==> src/rtl/tdc_pkg.sv <==
// tdc_pkg: shared FSM state type, settle length and code-width helper for the TDC sampler
package tdc_pkg;
    typedef enum logic [1:0] {IDLE, SETTLE, ACCUM, HOLD} state_t;
    localparam int SETTLE_CYCLES = 3;
    function automatic int code_width(input int n);
        return $clog2(n + 1);
    endfunction
endpackage

==> src/rtl/tdc_therm2bin.sv <==
// tdc_therm2bin: polarity-corrected popcount of a captured tap vector, tolerant of bubbles
module tdc_therm2bin import tdc_pkg::*; #(
    parameter int N_TAPS = 16,
    parameter int CODE_W = code_width(N_TAPS)
) (
    input  logic              pol,
    input  logic [N_TAPS-1:0] taps,
    output logic [CODE_W-1:0] count
);
    logic [N_TAPS-1:0] corr;
    always_comb begin
        corr = pol ? taps : ~taps;
        count = '0;
        for (int i = 0; i < N_TAPS; i++) count = count + CODE_W'(corr[i]);
    end
endmodule

==> src/rtl/tdc_avg_sampler.sv <==
// tdc_avg_sampler: launches edges into a tapped delay line and reports windowed avg/min/max/sat
module tdc_avg_sampler import tdc_pkg::*; #(
    parameter int N_TAPS  = 16,
    parameter int LOG_AVG = 2,
    parameter int CODE_W  = code_width(N_TAPS)
) (
    input  logic              clk,
    input  logic              rst,
    input  logic              en,
    input  logic              start,
    input  logic              mode_cont,
    output logic              launch,
    input  logic [N_TAPS-1:0] taps,
    output logic              busy,
    output logic [CODE_W-1:0] res_avg,
    output logic [CODE_W-1:0] res_min,
    output logic [CODE_W-1:0] res_max,
    output logic              res_sat,
    output logic              res_valid,
    input  logic              res_ready
);
    localparam int AW = CODE_W + LOG_AVG;
    localparam int CW = LOG_AVG + 2;
    localparam int NS = 1 << LOG_AVG;
    state_t state, state_n;
    logic [CW-1:0] cnt, cnt_n;
    logic mode_q, s1_pol, s2_pol, sat, sat_n, first, last, settled, acc_en;
    logic [N_TAPS-1:0] s1_taps, s2_taps;
    logic [CODE_W-1:0] count_c, s3_count, mn, mx, mn_n, mx_n;
    logic [AW-1:0] acc, acc_n;
    tdc_therm2bin #(.N_TAPS(N_TAPS), .CODE_W(CODE_W)) u_t2b (
        .pol(s2_pol),
        .taps(s2_taps),
        .count(count_c)
    );
    assign busy = state != IDLE;
    assign res_valid = state == HOLD;
    assign acc_en = en && state == ACCUM;
    always_comb begin
        first = cnt == '0;
        last = cnt == CW'(NS - 1);
        settled = cnt == CW'(SETTLE_CYCLES - 1);
        acc_n = first ? AW'(s3_count) : acc + AW'(s3_count);
        mn_n = (first || s3_count < mn) ? s3_count : mn;
        mx_n = (first || s3_count > mx) ? s3_count : mx;
        sat_n = (!first && sat) || s3_count == CODE_W'(N_TAPS);
        state_n = state;
        cnt_n = '0;
        case (state)
            IDLE:    state_n = (en && start) ? SETTLE : IDLE;
            SETTLE: begin
                state_n = settled ? ACCUM : SETTLE;
                cnt_n = settled ? '0 : cnt + CW'(1);
            end
            ACCUM: begin
                state_n = last ? HOLD : ACCUM;
                cnt_n = last ? '0 : cnt + CW'(1);
            end
            HOLD:    state_n = res_ready ? (mode_q ? SETTLE : IDLE) : HOLD;
            default: state_n = IDLE;
        endcase
        if (!en) state_n = IDLE;
        if (!en) cnt_n = '0;
    end
    always_ff @(posedge clk) begin
        if (rst) begin
            state <= IDLE;
            cnt <= '0;
            mode_q <= 1'b0;
            launch <= 1'b0;
            {s1_taps, s2_taps, s1_pol, s2_pol, s3_count} <= '0;
            {acc, mn, mx, sat} <= '0;
            {res_avg, res_min, res_max, res_sat} <= '0;
        end else begin
            state <= state_n;
            cnt <= cnt_n;
            s1_taps <= taps;
            s1_pol <= launch;
            s2_taps <= s1_taps;
            s2_pol <= s1_pol;
            s3_count <= count_c;
            if (state == IDLE && en && start) mode_q <= mode_cont;
            if (en && (state == SETTLE || state == ACCUM)) launch <= ~launch;
            acc <= acc_en ? acc_n : '0;
            if (acc_en) {mn, mx, sat} <= {mn_n, mx_n, sat_n};
            if (acc_en && last) begin
                res_avg <= CODE_W'(acc_n >> LOG_AVG);
                res_min <= mn_n;
                res_max <= mx_n;
                res_sat <= sat_n;
            end
        end
    end
endmodule

==> config.mk <==
export PLATFORM = sky130hd
export DESIGN_NAME = tdc_avg_sampler
export DESIGN_NICKNAME = d
export VERILOG_FILES = /design/src/rtl/tdc_pkg.sv /design/src/rtl/tdc_therm2bin.sv /design/src/rtl/tdc_avg_sampler.sv
export SDC_FILE = /design/constraint.sdc
export NUM_CORES = 1
export LEC_CHECK = 0
export CAP_MARGIN = 30
export CORE_UTILIZATION = 40
export CTS_BUF_LIST = sky130_fd_sc_hd__clkbuf_16
export CTS_CLUSTER_DIAMETER = 30
export DETAILED_ROUTE_END_ITERATION = 16
export SLEW_MARGIN = 20
export SYNTH_ARGS = -nofsm -noshare
export SYNTH_HDL_FRONTEND = slang
export SYNTH_SLANG_ARGS = --single-unit
==> constraint.sdc <==
create_clock -name clk -period 6 [get_ports clk]
set_input_delay 0.6 -clock clk [delete_from_list [all_inputs] [get_ports clk]]
set_output_delay 0.6 -clock clk [all_outputs]
set_load 0.02 [all_outputs]
==> qor.csv <==
stage;metric;value;unit
drt;residual DRC count;0;
drt;via count;2598;
die;boundary pin count;41;
logic_synthesis;Post-Syn Area per Cell;9.737;µm²
logic_synthesis;top cells by area, synth;dfxtp_1, ha_1, nor2b_1, mux2i_1, fa_1;
setup_path;worst path required time;6.19;ns
sta;RSZ-0062 raised after global routing;false;
finish;Final nets;483;
die;Initial Utilization;41.07;%
sta;Layout Skew;0.004384;ns
pwr;PD cells;318.8;mW/mm²
setup_path;Startpoint Class;flop;
finish;most frequent cells in the layout;dfxtp_1, nor2_1, nor2b_1;
die;Chip Height;98.94;µm
drt;Antenna Violating Nets Remaining;0;
worst_hold_path;worst hold start;s1_pol$_SDFF_PP0_;
drt;Iter 0 DRT Violations;70;
die;DIE AREA;0.009788;mm²
sta;measured slew at the worst slew-check pin;0.7346;ns
clock_tree;CTS buffer count;9;
worst_hold_path;Min-Delay Path Depth;1;
finish;share of cells above drive strength 1;6.294;%
setup_path;Setup CP Type;flop to flop;
clock_tree;Clock transition at path regs;0.06;ns
die;Horiz. Die Dim;98.94;µm
drt;drt first pass iters;4;
logic_synthesis;Seq/Total Area, Yosys;43.14;%
logic_synthesis;Cell Area, Synth;0.003759;mm²
clock_tree;level count of the clock H-tree;3;
die;Core Rows;35;
logic_synthesis;count of warnings emitted by yosys;0;
sta;Final setup viols;0;
finish;antenna diode count;0;
global_route;Congestion Overflow GR;0;
pwr;IR drop worst, VDD;0.1503;mV
finish;Area Growth Syn to Fin;22.47;%
global_route;first-pass GRT wire length;11260;µm
die;placeable core area;0.009153;mm²
sta;pins over their slew limit;0;
outcome;status;complete, no violations;
clock_tree;Clock Latency Late Sink;0.33;ns
pwr;leakage;0.001829;µW
sta;Hold Fails Final Rpt;0;
clock_tree;Gates resized, CTS repair;0;
sta;Final min period;4.264;ns
clock_tree;CTS tree;yes;
clock_tree;postcts setup bufs;0;
setup_path;RR Endpoint;s3_count[3]$_SDFF_PP0_;
clock_tree;clk buf depth;2;
clock_tree;CTS Sinks;81;
flow_run;MaxCap Viol Count;0;
setup_path;Register-to-Register Path Depth;12;
logic_synthesis;Gate Count Post-Synth;386;
finish;non-filler cells, final;540;
finish;commonest non-fill, non-tap cell in the layout;dfxtp_1;
worst_hold_path;hold crit path type;flop to flop;
global_route;initial antenna violation count;0;
place;placed cell count;524;
place;HPWL Detailed;4662;µm
place;IO buf count;40;
drt;WL final;6574;µm
clock_tree;number of hold buffers added after cts;0;
drt;wire length per cell;12.17;µm
setup_path;setup slack, reg-to-reg;1.74;ns
setup_path;Max FO, Critical Path;16;
global_route;total track usage;14.72;%
logic_synthesis;Synth top area share;43.14;%
sta;setup tns final;0;ns
logic_synthesis;Yosys reg bits;81;
setup_path;reg2reg start;s2_pol$_SDFF_PP0_;
sta;Tcrit/Tclk final;71.06;%
sta;Max Freq;0.2345;GHz
logic_synthesis;Yosys cell types;41;
global_route;number of global-route vias before repair;2412;
sta;WHS;0.4331;ns
place;placer congestion estimate;0.8356;
setup_path;CP Capture Type;flop;
sta;Slew HR;51.03;%
worst_hold_path;Hold Path End;s2_pol$_SDFF_PP0_;
logic_synthesis;largest area contributor in the netlist;dfxtp_1;
setup_path;WP data arrival;4.45;ns
global_route;largest net degree at the start of global routing;73;
logic_synthesis;Post-Syn Nets;445;
drt;routed vias/inst;4.811;
clock_tree;clock root cell;clkbuf_16;
==> worst max-delay path, stage by stage (launching register included) <==
cell	delay, ns
dfxtp_1	0.74
xnor2_1	0.20
fa_1	0.51
fa_1	0.52
fa_1	0.54
inv_1	0.05
fa_1	0.52
inv_1	0.05
fa_1	0.43
a21o_1	0.19
a21oi_1	0.17
xor2_1	0.15
nor2_1	0.05
==> per-stage QoR <==
step	utilization, %	total power (µW)	cell area [µm²]	setup WS, ns
after floorplan	-	796.0	3759	1.673
after global placement	46.40	856.3	4247	1.789
after detailed placement	46.52	865.1	4258	1.713
after CTS	50.29	1488	4603	1.701
after global routing	50.29	1558	4603	1.418
final	50.29	1468	4603	1.736
==> state kept, by name, summed over array words and instances (netlist names), 2 cells and up <==
| name | flops |
|---|---|
| mx | 5 |
| acc | 7 |
| res_avg | 5 |
| mn | 5 |
| res_min | 5 |
| s2_taps | 16 |
| cnt | 4 |
| res_max | 5 |
| state | 2 |
| s1_taps | 16 |
| s3_count | 5 |
==> power by group <==
part	total (µW)	internal, µW	leakage, µW	switching (µW)
logic	247	118	0.000997	129
registers	602	562	0.000661	39.9
clock network	619	407	0.000171	212
==> cell usage after synthesis (all sizes together) <==
| cell type | number |
|---|---|
| xnor2 | 10 |
| dfxtp | 81 |
| a21o | 1 |
| mux2i | 22 |
| a21oi | 14 |
| nor2b | 40 |
| and4 | 1 |
| inv | 31 |
| and3 | 4 |
| nor3 | 5 |
| o21bai | 1 |
| fa | 9 |
| nor2 | 43 |
| nand3 | 5 |
| o21a | 2 |
| ha | 28 |
| a31oi | 1 |
| xor2 | 9 |
| and2 | 3 |
| a31o | 1 |
| buf | 1 |
| nand2b | 3 |
| a211oi | 17 |
| o211ai | 2 |
| a311oi | 2 |
| or3 | 2 |
| o2111ai | 2 |
| nand2 | 13 |
| or2 | 1 |
| nand4 | 1 |
| nor3b | 3 |
| a211o | 1 |
| clkbuf | 14 |
| o21ai | 11 |
| or3b | 2 |
==> per-layer routing <==
| layer | wire (µm) | part of all wire (%) | GRT usage [%] |
|---|---|---|---|
| met5 | 0 | 0 | 0 |
| met4 | 132 | 2.0 | 6.889 |
| met3 | 199 | 3.0 | 3.901 |
| met2 | 2819 | 43 | 21.25 |
| met1 | 3422 | 52 | 20.42 |
==> cells by family (layout without fill, tap and decap cells) <==
| kind of cell | after synthesis | after routing | share of synthesized area (%) |
|---|---|---|---|
| multiplexers | 22 | 22 | 5.859 |
| XOR/XNOR | 19 | 19 | 4.427 |
| buffers and inverters | 46 | 89 | 4.594 |
| flip-flops | 81 | 81 | 43.14 |
| AND/OR/NAND/NOR | 126 | 126 | 17.48 |
| adder cells (fa/ha/maj) | 37 | 37 | 14.11 |
| AO/OA/AOI/OAI | 55 | 55 | 10.39 |
==> area by class of cell <==
type / instances / area (µm²)
tap: 111 / 138.9
timing repair buffer: 42 / 414.1
fill: 849 / 4549
inverter: 31 / 116.4
clock inverter: 7 / 120.1
clock buffer: 9 / 225.2
sequential: 81 / 1622
multi-input combinational: 259 / 1967
==> worst max-delay path by stage <==
stage          depth (start not counted)                endpoint  slack (ns)              start
2_1_floorplan                         14  s3_count[3]$_SDFF_PP0_        1.67  s2_pol$_SDFF_PP0_
3_3_place_gp                          12  s3_count[3]$_SDFF_PP0_        1.79  s2_pol$_SDFF_PP0_
3_5_place_dp                          12  s3_count[3]$_SDFF_PP0_        1.71  s2_pol$_SDFF_PP0_
4_1_cts                               12  s3_count[3]$_SDFF_PP0_        1.70  s2_pol$_SDFF_PP0_
5_1_grt                               12  s3_count[3]$_SDFF_PP0_        1.42  s2_pol$_SDFF_PP0_
6_report                              12  s3_count[3]$_SDFF_PP0_        1.74  s2_pol$_SDFF_PP0_
(Power assumes the default switching activity.)
